===== src/rtl/reg_write_arbiter_if.sv =====
// Requester/bank-side bus of the round-robin register write arbiter.
// REG_ARB_LOCK_EN adds the per-requester lock request.
interface reg_write_arbiter_if #(
  parameter int unsigned NUM_REQ  = 4,
  parameter int unsigned NUM_REGS = 8,
  parameter int unsigned ADDR_W   = 3,
  parameter int unsigned DATA_W   = 32
);
  localparam int unsigned ID_W = (NUM_REQ > 1) ? $clog2(NUM_REQ) : 1;

  logic [NUM_REQ-1:0]        req;
  logic [NUM_REQ*ADDR_W-1:0] addr;
  logic [NUM_REQ*DATA_W-1:0] data;
`ifdef REG_ARB_LOCK_EN
  logic [NUM_REQ-1:0]        lock;
`endif
  logic [NUM_REQ-1:0]        ack;
  logic [NUM_REGS-1:0]       ce;
  logic [DATA_W-1:0]         wr_data;
  logic [ADDR_W-1:0]         wr_addr;
  logic [ID_W-1:0]           grant_id;
  logic                      wr_valid;
  logic                      addr_err;

`ifdef REG_ARB_LOCK_EN
  modport master (output req, addr, data, lock,
                  input  ack, ce, wr_data, wr_addr, grant_id, wr_valid, addr_err);
  modport slave  (input  req, addr, data, lock,
                  output ack, ce, wr_data, wr_addr, grant_id, wr_valid, addr_err);
`else
  modport master (output req, addr, data,
                  input  ack, ce, wr_data, wr_addr, grant_id, wr_valid, addr_err);
  modport slave  (input  req, addr, data,
                  output ack, ce, wr_data, wr_addr, grant_id, wr_valid, addr_err);
`endif
endinterface


===== src/rtl/reg_write_arbiter.sv =====
// Round-robin arbiter sharing a register bank's CE/D write port among requesters.
// Optional REG_ARB_LOCK_EN: a granted requester may lock the port for back-to-back writes.
module reg_write_arbiter #(
  parameter int unsigned NUM_REQ  = 4,
  parameter int unsigned NUM_REGS = 8,
  parameter int unsigned ADDR_W   = 3,
  parameter int unsigned DATA_W   = 32
) (
  input logic                clk,
  input logic                rst,
  reg_write_arbiter_if.slave bus
);
  localparam int unsigned ID_W = (NUM_REQ > 1) ? $clog2(NUM_REQ) : 1;

  logic [NUM_REQ-1:0]  ack_q;
  logic [NUM_REGS-1:0] ce_q;
  logic [DATA_W-1:0]   wr_data_q;
  logic [ADDR_W-1:0]   wr_addr_q;
  logic [ID_W-1:0]     grant_id_q;
  logic                wr_valid_q;
  logic                addr_err_q;
  logic [ID_W-1:0]     last_q;

  logic [NUM_REQ-1:0]  lock_mask_c;
  logic [NUM_REQ-1:0]  elig_c;
  logic [NUM_REQ-1:0]  win_onehot_c;
  logic                any_c;
  logic                adv_last_c;
  logic                in_range_c;
  logic [ID_W-1:0]     win_c;
  logic [ADDR_W-1:0]   sel_addr_c;
  logic [DATA_W-1:0]   sel_data_c;
  logic [NUM_REGS-1:0] ce_c;
  int unsigned         dist_c;
  int unsigned         best_c;

  // A requester being acked this cycle is masked so a held req is not written twice.
  assign elig_c = bus.req & ~ack_q & lock_mask_c;

  // Winner is the eligible index at the smallest rotated distance past last_q.
  always_comb begin : arb
    any_c  = 1'b0;
    win_c  = '0;
    best_c = NUM_REQ;
    dist_c = 0;
    for (int unsigned i = 0; i < NUM_REQ; i++) begin
      dist_c = i + NUM_REQ - 1 - 32'(last_q);
      if (dist_c >= NUM_REQ) dist_c = dist_c - NUM_REQ;
      if (elig_c[i] && (dist_c < best_c)) begin
        best_c = dist_c;
        win_c  = ID_W'(i);
        any_c  = 1'b1;
      end
    end
  end

  // Winner's address/data mux and one-hot clock enable decode.
  always_comb begin : sel
    win_onehot_c = '0;
    sel_addr_c   = '0;
    sel_data_c   = '0;
    ce_c         = '0;
    for (int unsigned i = 0; i < NUM_REQ; i++) begin
      if (ID_W'(i) == win_c) begin
        win_onehot_c[i] = any_c;
        sel_addr_c      = bus.addr[i*ADDR_W +: ADDR_W];
        sel_data_c      = bus.data[i*DATA_W +: DATA_W];
      end
    end
    in_range_c = (32'(sel_addr_c) < NUM_REGS);
    for (int unsigned r = 0; r < NUM_REGS; r++) begin
      ce_c[r] = any_c && (32'(sel_addr_c) == r);
    end
  end

`ifdef REG_ARB_LOCK_EN
  localparam logic [0:0] ST_UNLOCKED = 1'b0;
  localparam logic [0:0] ST_LOCKED   = 1'b1;

  logic [0:0]         state_q, state_d;
  logic [ID_W-1:0]    owner_q, owner_d;
  logic [NUM_REQ-1:0] owner_mask_c;
  logic               win_lock_c;

  always_comb begin : lock_sel
    owner_mask_c = '0;
    win_lock_c   = 1'b0;
    for (int unsigned i = 0; i < NUM_REQ; i++) begin
      owner_mask_c[i] = (ID_W'(i) == owner_q);
      if (ID_W'(i) == win_c) win_lock_c = bus.lock[i];
    end
  end

  assign lock_mask_c = (state_q == ST_LOCKED) ? owner_mask_c : '1;
  assign adv_last_c  = (state_q == ST_UNLOCKED);

  always_ff @(posedge clk or negedge rst) begin
    if (!rst) begin
      state_q <= ST_UNLOCKED;
      owner_q <= '0;
    end else begin
      state_q <= state_d;
      owner_q <= owner_d;
    end
  end

  // Lock is taken on a locked grant; released by an unlocked owner grant or an idle owner.
  always_comb begin : lock_fsm
    state_d = state_q;
    owner_d = owner_q;
    case (state_q)
      ST_UNLOCKED: begin
        if (any_c && win_lock_c) begin
          state_d = ST_LOCKED;
          owner_d = win_c;
        end
      end
      ST_LOCKED: begin
        if (any_c && !win_lock_c) begin
          state_d = ST_UNLOCKED;
        end else if (!(|(bus.req & owner_mask_c)) && !(|(ack_q & owner_mask_c))) begin
          state_d = ST_UNLOCKED;
        end
      end
      default: state_d = ST_UNLOCKED;
    endcase
  end
`else
  assign lock_mask_c = '1;
  assign adv_last_c  = 1'b1;
`endif

  // Grant register: ack/ce/valid/err pulse for one cycle; data, address and id hold.
  always_ff @(posedge clk or negedge rst) begin
    if (!rst) begin
      ack_q      <= '0;
      ce_q       <= '0;
      wr_data_q  <= '0;
      wr_addr_q  <= '0;
      grant_id_q <= '0;
      wr_valid_q <= 1'b0;
      addr_err_q <= 1'b0;
      last_q     <= ID_W'(NUM_REQ - 1);
    end else begin
      ack_q      <= '0;
      ce_q       <= '0;
      wr_valid_q <= 1'b0;
      addr_err_q <= 1'b0;
      if (any_c) begin
        ack_q      <= win_onehot_c;
        ce_q       <= ce_c;
        wr_valid_q <= 1'b1;
        addr_err_q <= !in_range_c;
        grant_id_q <= win_c;
        wr_addr_q  <= sel_addr_c;
        wr_data_q  <= sel_data_c;
        if (adv_last_c) last_q <= win_c;
      end
    end
  end

  assign bus.ack      = ack_q;
  assign bus.ce       = ce_q;
  assign bus.wr_data  = wr_data_q;
  assign bus.wr_addr  = wr_addr_q;
  assign bus.grant_id = grant_id_q;
  assign bus.wr_valid = wr_valid_q;
  assign bus.addr_err = addr_err_q;
endmodule


===== src/flat_wrapper.sv =====
// flat-port wrapper written by rule: the top's interface ports become plain ports
module reg_write_arbiter_flat 
#(
  parameter int unsigned NUM_REQ  = 4,
  parameter int unsigned NUM_REGS = 8,
  parameter int unsigned ADDR_W   = 3,
  parameter int unsigned DATA_W   = 32
)
  (clk, rst, bus_req, bus_addr, bus_data, bus_ack, bus_ce, bus_wr_data, bus_wr_addr, bus_grant_id, bus_wr_valid, bus_addr_err);
  reg_write_arbiter_if #(.NUM_REQ(NUM_REQ), .NUM_REGS(NUM_REGS), .ADDR_W(ADDR_W), .DATA_W(DATA_W)) bus_i ();
  input logic clk;
  input logic rst;
  input wire logic [$bits(bus_i.req)-1:0] bus_req;
  input wire logic [$bits(bus_i.addr)-1:0] bus_addr;
  input wire logic [$bits(bus_i.data)-1:0] bus_data;
  output wire logic [$bits(bus_i.ack)-1:0] bus_ack;
  output wire logic [$bits(bus_i.ce)-1:0] bus_ce;
  output wire logic [$bits(bus_i.wr_data)-1:0] bus_wr_data;
  output wire logic [$bits(bus_i.wr_addr)-1:0] bus_wr_addr;
  output wire logic [$bits(bus_i.grant_id)-1:0] bus_grant_id;
  output wire logic [$bits(bus_i.wr_valid)-1:0] bus_wr_valid;
  output wire logic [$bits(bus_i.addr_err)-1:0] bus_addr_err;
  assign bus_i.req = bus_req;
  assign bus_i.addr = bus_addr;
  assign bus_i.data = bus_data;
  assign bus_ack = bus_i.ack;
  assign bus_ce = bus_i.ce;
  assign bus_wr_data = bus_i.wr_data;
  assign bus_wr_addr = bus_i.wr_addr;
  assign bus_grant_id = bus_i.grant_id;
  assign bus_wr_valid = bus_i.wr_valid;
  assign bus_addr_err = bus_i.addr_err;
  reg_write_arbiter #(.NUM_REQ(NUM_REQ), .NUM_REGS(NUM_REGS), .ADDR_W(ADDR_W), .DATA_W(DATA_W)) u_core (.clk(clk), .rst(rst), .bus(bus_i));
endmodule

===== config.mk =====
export PLATFORM = sky130hd
export DESIGN_NAME = reg_write_arbiter_flat
export DESIGN_NICKNAME = d
export VERILOG_FILES = /design/src/rtl/reg_write_arbiter_if.sv /design/src/rtl/reg_write_arbiter.sv /design/src/flat_wrapper.sv
export SDC_FILE = /design/constraint.sdc
export NUM_CORES = 1
export LEC_CHECK = 0
export ABC_AREA = 1
export CORE_AREA = 2 2 73 127
export CTS_BUF_LIST = sky130_fd_sc_hd__clkbuf_4
export DETAILED_ROUTE_END_ITERATION = 10
export DIE_AREA = 0 0 75 129
export PLACE_DENSITY_LB_ADDON = 0.25
export SYNTH_ARGS = -nofsm -noshare
export SYNTH_HDL_FRONTEND = slang
export SYNTH_SLANG_ARGS = --single-unit

===== constraint.sdc =====
create_clock -name clk -period 5.4 [get_ports clk]
set_input_delay 0.81 -clock clk [delete_from_list [all_inputs] [get_ports clk]]
set_output_delay 0.81 -clock clk [all_outputs]
set_load 0.02 [all_outputs]

== Yosys cells after proc, flatten, opt, wreduce, memory -nomap -nowiden ==
Cells that the tools add are included.

* Input bits: 146
* Memories: 0
* Register bits after elaboration: 52
* Bits in latches: 0
* Bits in read-only memories: 0
* Output and inout port bits: 51
* Bits in writable memories: 0
* Word-level logic and storage cells: 78

* Reduce and logical (&&, ||, !) cells: 14
* Multipliers: 0
* $lt $le $gt $ge: 8
* Divide/modulo/power cells: 0
* Mux-type cells: 29
* Bitwise operators: 2
* Shift-type cells: 0
* Add/subtract/negate cells: 8
* Equal/unequal tests: 10

{| class="wikitable"
|+ Operator list
! kind !! number
|-
| 32-bit two-way mux || 11
|-
| 32-bit by 3-bit >= comparator with 1-bit output (second input constant) || 4
|-
| 32-bit by 3-bit subtractor with 32-bit output (second input constant) || 4
|-
| 32-bit < comparator || 3
|-
| 32-bit by 3-bit < comparator with 1-bit output (second input constant) || 1
|-
| 3-bit == test (second input constant) || 4
|-
| 1-bit logical AND || 12
|-
| 3-bit two-way mux || 4
|-
| 3-bit by 2-bit subtractor with 4-bit output (first input constant) || 3
|-
| 1-bit two-way mux || 10
|-
| 8-bit two-way mux || 1
|-
| 3-bit by 2-bit == test with 1-bit output (second input constant) || 2
|-
| 4-bit bitwise AND || 1
|-
| 2-bit == test (first input constant) || 2
|-
| 2-bit two-way mux || 2
|-
| 4-bit two-way mux || 1
|-
| 4-bit inverter || 1
|-
| 3-bit by 1-bit == test with 1-bit output (second input constant) || 1
|-
| 3-bit zero test || 1
|-
| 2-bit by 2-bit subtractor with 3-bit output (first input constant) || 1
|-
| 1-bit by 2-bit == test with 1-bit output (first input constant) || 1
|-
| 2-bit zero test || 1
|}

== Depth between registers and ports, before layout ==
* Depth in word-level cells: 23
* Gate-level depth with buffers: 32
* Mapped depth without buffers: 30

== Least setup slack after synthesis ==
No wires, ideal clock.

* Path kind: input -> register
* Start point: input port bus_req[0]
* End point: register u_core.wr_data_q[10], in the netlist u_core.bus.wr_data[10]
* Cell stages on the path: 30
* Data arrival time: 3,741 ps
* Path buffers: 3
* Setup slack: 1,542 ps
* Cell sequence: inv_2 nor2_4 nand2_1 ha_1 nand2_1 nand2_1 nand2_1 nand2_2 nand2_1 o21ai_0 ha_1 nand2_1 nand2_1 nand2_1 nand2_1 buf_4 inv_2 nor2_1 inv_1 ha_1 nand2_1 nand2_1 nand2_2 nand2_4 buf_6 nand2_2 buf_4 nand3_1 nor2_1 nor2_1

* Longest elaborated chain between the ends: 17

{| class="wikitable"
|+ RTL lines
! what !! RTL line !! RTL
|-
| start, declared || flat_wrapper.sv:13 || <nowiki>input wire logic [$bits(bus_i.req)-1:0] bus_req;</nowiki>
|-
| 4-bit bitwise AND (*) || reg_write_arbiter.sv:38 || <nowiki>assign elig_c = bus.req & ~ack_q & lock_mask_c;</nowiki>
|-
| 1-bit logical AND (*) || reg_write_arbiter.sv:49 || <nowiki>if (elig_c[i] && (dist_c < best_c)) begin</nowiki>
|-
| 32-bit two-way mux || reg_write_arbiter.sv:49 ||
|-
| 32-bit < comparator || reg_write_arbiter.sv:49 ||
|-
| 1-bit logical AND || reg_write_arbiter.sv:49 ||
|-
| 32-bit two-way mux || reg_write_arbiter.sv:49 ||
|-
| 32-bit < comparator || reg_write_arbiter.sv:49 ||
|-
| 1-bit logical AND || reg_write_arbiter.sv:49 ||
|-
| 32-bit two-way mux || reg_write_arbiter.sv:49 ||
|-
| 32-bit < comparator || reg_write_arbiter.sv:49 ||
|-
| 1-bit logical AND || reg_write_arbiter.sv:49 ||
|-
| 2-bit two-way mux || reg_write_arbiter.sv:49 ||
|-
| 2-bit zero test || reg_write_arbiter.sv:64 || <nowiki>if (ID_W'(i) == win_c) begin</nowiki>
|-
| 32-bit two-way mux (4 in series) || reg_write_arbiter.sv:64 ||
|-
| end signal, assigned || reg_write_arbiter.sv:156 || <nowiki>wr_data_q <= sel_data_c;</nowiki>
|-
| end, declared || reg_write_arbiter.sv:17 || <nowiki>logic [DATA_W-1:0] wr_data_q;</nowiki>
|}

Mark *: on every way between the ends. The rest lies on a longest branch, timed or not.
A chain may end at the register's enable or synchronous reset.

== Worst setup path after layout ==
* Start point: input port bus_req[0]
* End point: register u_core.wr_data_q[19], in the netlist u_core.bus.wr_data[19]

Same word-level chain as after synthesis.

==> results.md <==
* Status: completed
* Library cells used by synthesis at 27
* Comb power frac at 72.1%
* Die Y at 129 um
* Cell area after synthesis at 0.003306 sq mm
* Met1 wire length at 3.846 mm
* Uppermost routed layer: met4
* Die width at 75 um
* First-pass GRT wire length at 16.87 mm
* Syn_area_per_cell at 6.760 sq um
* WS Path Type: in2reg
* Synth Register Bits at 52
* Share of layout cells above drive strength 1 at 6.922%
* Dpl hpwl at 8.580 mm
* Filler cells at 791
* DR vias at 3806
* TritonRoute pass-1 iters at 4
* Multi-input gate area at 0.001783 sq mm
* Most used cell, CP: nand2_1
* Worst r2r src: u_core.last_q[0]$_DFFE_PN1P_
* Worst Path Required at 5.74 ns
* Fin. max-slew vios at 0
* Psw at 0.001597 W
* Clk slew on worst S/H paths at 0.16 ns
* Buffer depth of the longest clock path at 2
* Latest clock arrival within the worst-skew pair at 0.39 ns
* Final setup violating endpoints at 0
* DP Cell Count at 788
* Post-synthesis cell count at 489
* Clk network pwr share at 5.8%
* RSZ-0062 raised after global routing: no
* Skew final at 0.01094 ns
* PwrDens at 580.7 mW/mm^2
* WP data arrival at 4.93 ns
* Max IR drop VDD at 0.3291 mV
* CP peak stage delay at 0.47 ns
* Largest net degree at the start of global routing at 53
* Element type at the critical path end: register
* Fin Setup TNS at 0 ns
* Reg area at 0.001304 sq mm
* Clock buffer count from CTS at 5
* Crit path launch type: primary input
* Cell Count, Final, Fillers Out at 797
* Slew @ Worst Pin at 0.6701 ns
* GRT Residual Overflow at 0
* Max-cap violations at 0
* CP delay by family, top: simple AND/OR/NAND/NOR gates
* WL met3 at 769 um
* Sequential share of the synthesized area at 39.44%
* Crit-path slowest cell: clkdlybuf4s50_1
* Drt wl/cell at 13.68 um
* DR iter-0 viols at 168
* CTS H-Tree Depth at 2
* Power, Total at 0.003131 W
* Period utilisation layout at 85.05%
* Total core area at 0.008615 sq mm
* Flop pwr share at 22.1%
* P_int at 0.001534 W
* TritonCTS clock tree: built
* # hold bufs at CTS at 0
* CTS Root Buffer Type: clkbuf_4
* Fmax at 217.7 MHz
* Antenna violations before repair at 1
* Slew HR at 55.33%
* Final Hold Viols at 0
* CP Buf/Inv Count at 4
* Resized Gates After CTS at 0
* I/O pin count at 197
* Flop2flop setup slack at 0.82 ns
* GRT Total Usage at 22.68%
* Drt drc at 0
* Placed Area at 0.005334 sq mm
* Vias in the first global route at 3689
* Switching part of the total at 51.01%
* Met2 wire length at 5.927 mm
* Clk sinks at 52
* Critical path peak fanout at 32
* HP Class: reg2reg
* Yosys Warn Count at 0
* Starting density of the core at 38.37%
* Worst setup path start: bus_req[0]
* Area grow syn2layout at 63.13%
* Crit path time final at 4.593 ns
* Final instance area at 0.005393 sq mm
* Std cell rows at 45
* Die outline area at 0.009675 sq mm
* Final antenna-violating net count at 0
* Global placement routability congestion at 0.8803
* IO Port Bufs at 195
* HP Start: u_core.bus.wr_addr[0]$_DFFE_PN0P_
* Via/cell ratio at 4.775
* Pleak at 2.567 nW
* Drt total wl at 10.90 mm
* NumNets Final at 837
* Setup repair bufs after CTS at 0
[worst paths after layout]
kind / to / depth (start not counted)
worst min-delay path: u_core.bus.wr_addr[0]$_DFFE_PN0P_ / 2
worst min register to register: u_core.bus.wr_addr[0]$_DFFE_PN0P_ / 2
worst max register to register: u_core.bus.wr_data[19]$_DFFE_PN0P_ / 29
worst max-delay path: u_core.bus.wr_data[19]$_DFFE_PN0P_ / 31
min in group asynchronous: u_core.bus.ce[6]$_DFF_PN0_ / 2
max in group asynchronous: u_core.bus.ack[0]$_DFF_PN0_ / 2
[layout make-up]
type | count | area share, %
Clock buffer | 5 | 0.6961
Sequential cell | 52 | 24.18
Multi-Input combinational cell | 391 | 33.06
Inverter | 25 | 1.740
Antenna cell | 1 | 0.04640
Tap cell | 117 | 2.715
Clock inverter | 3 | 0.3480
Timing Repair Buffer | 203 | 37.22
[cells by family (layout without fill, tap and decap cells)]
group           after synthesis  in the layout  synth area share, %
simple gates                366            366                47.20
flops                        52             52                39.44
buf+inv                      47            236                6.737
fa+ha+maj                    13             13                4.921
compound gates                9              9                1.476
other cells                   2              4               0.2272
[tightest hold or removal path, stage by stage (launching register included)]
cell	delay, ns
dfrtp_1	0.37
nand2_1	0.05
nand2_1	0.06
[cell usage in the layout, fill, tap and decap left out]
| cell | count |
|---|---|
| nand2_4 | 1 |
| or2_2 | 11 |
| nor2_2 | 1 |
| nand2_1 | 214 |
| buf_2 | 1 |
| conb_1 | 3 |
| buf_4 | 8 |
| clkbuf_4 | 5 |
| inv_2 | 7 |
| or2_1 | 7 |
| nor2_1 | 57 |
| nand3_1 | 59 |
| nor3b_1 | 1 |
| nand2_2 | 6 |
| a21oi_1 | 3 |
| dfrtp_1 | 50 |
| clkdlybuf4s50_1 | 194 |
| nor2_4 | 3 |
| nor4_1 | 1 |
| diode_2 | 1 |
| dfstp_2 | 2 |
| clkinvlp_4 | 2 |
| nand3b_1 | 1 |
| ha_1 | 13 |
| inv_1 | 17 |
| o21ai_0 | 5 |
| nand4_1 | 4 |
| clkinv_1 | 2 |
| a22o_1 | 1 |
[metrics by stage]
stage,util (%),setup WS [ns],hold WS [ns]
after floorplan,-,1.542,0.5144
after global placement,61.92,0.6118,0.4625
after detailed placement,61.92,0.4641,0.4651
after CTS,62.57,0.8325,0.5040
after global routing,62.60,0.3644,0.5339
final,62.60,0.8072,0.4992
[cells in the mapped netlist]
master	number	area (sq um)
nand2_1	214	803.3
a22o_1	1	8.760
buf_4	6	45.04
nor2_1	57	214.0
inv_2	7	26.28
clkinv_1	1	3.750
buf_2	13	65.06
nand3b_1	1	7.510
nor3b_1	1	7.510
nand2_4	1	11.26
nor4_1	1	6.260
nand4_1	4	25.02
dfstp_2	2	52.55
a21oi_1	3	15.01
conb_1	2	7.510
nand2_2	6	37.54
ha_1	13	162.7
o21ai_0	5	25.02
or2_2	11	68.82
clkbuf_1	2	7.510
nor2_4	3	33.78
or2_1	7	43.79
nand3_1	59	295.3
nor2_2	1	6.260
dfrtp_1	50	1251
buf_6	1	11.26
inv_1	17	63.81
[power groups by stage]
stage / logic (W) / registers, W / clock network (W)
after floorplan: 0.00129 / 0.000899 / 0
after global placement: 0.00222 / 0.000699 / 0
after detailed placement: 0.00227 / 0.000702 / 0
after CTS: 0.00228 / 0.000694 / 0.000186
after global routing: 0.00254 / 0.000713 / 0.000198
final: 0.00226 / 0.000692 / 0.000181
[registers in the layout, summed over array words and instances, names as in the netlist]
name and count:
u_core.bus.ack 4, u_core.bus.ce 8, u_core.bus.grant_id 2, u_core.bus.wr_addr 3
u_core.bus.wr_data 32, u_core.bus.wr_valid 1, u_core.last_q 2
[per-layer routing]
metal | global-route usage (%) | up-vias
li1 | - | 1886
met1 | 23.82 | 1740
met2 | 42.05 | 154
met3 | 5.090 | 26
met4 | 8.718 | 0
met5 | 0 | -
No activity file was read; power rests on OpenSTA's default activity.
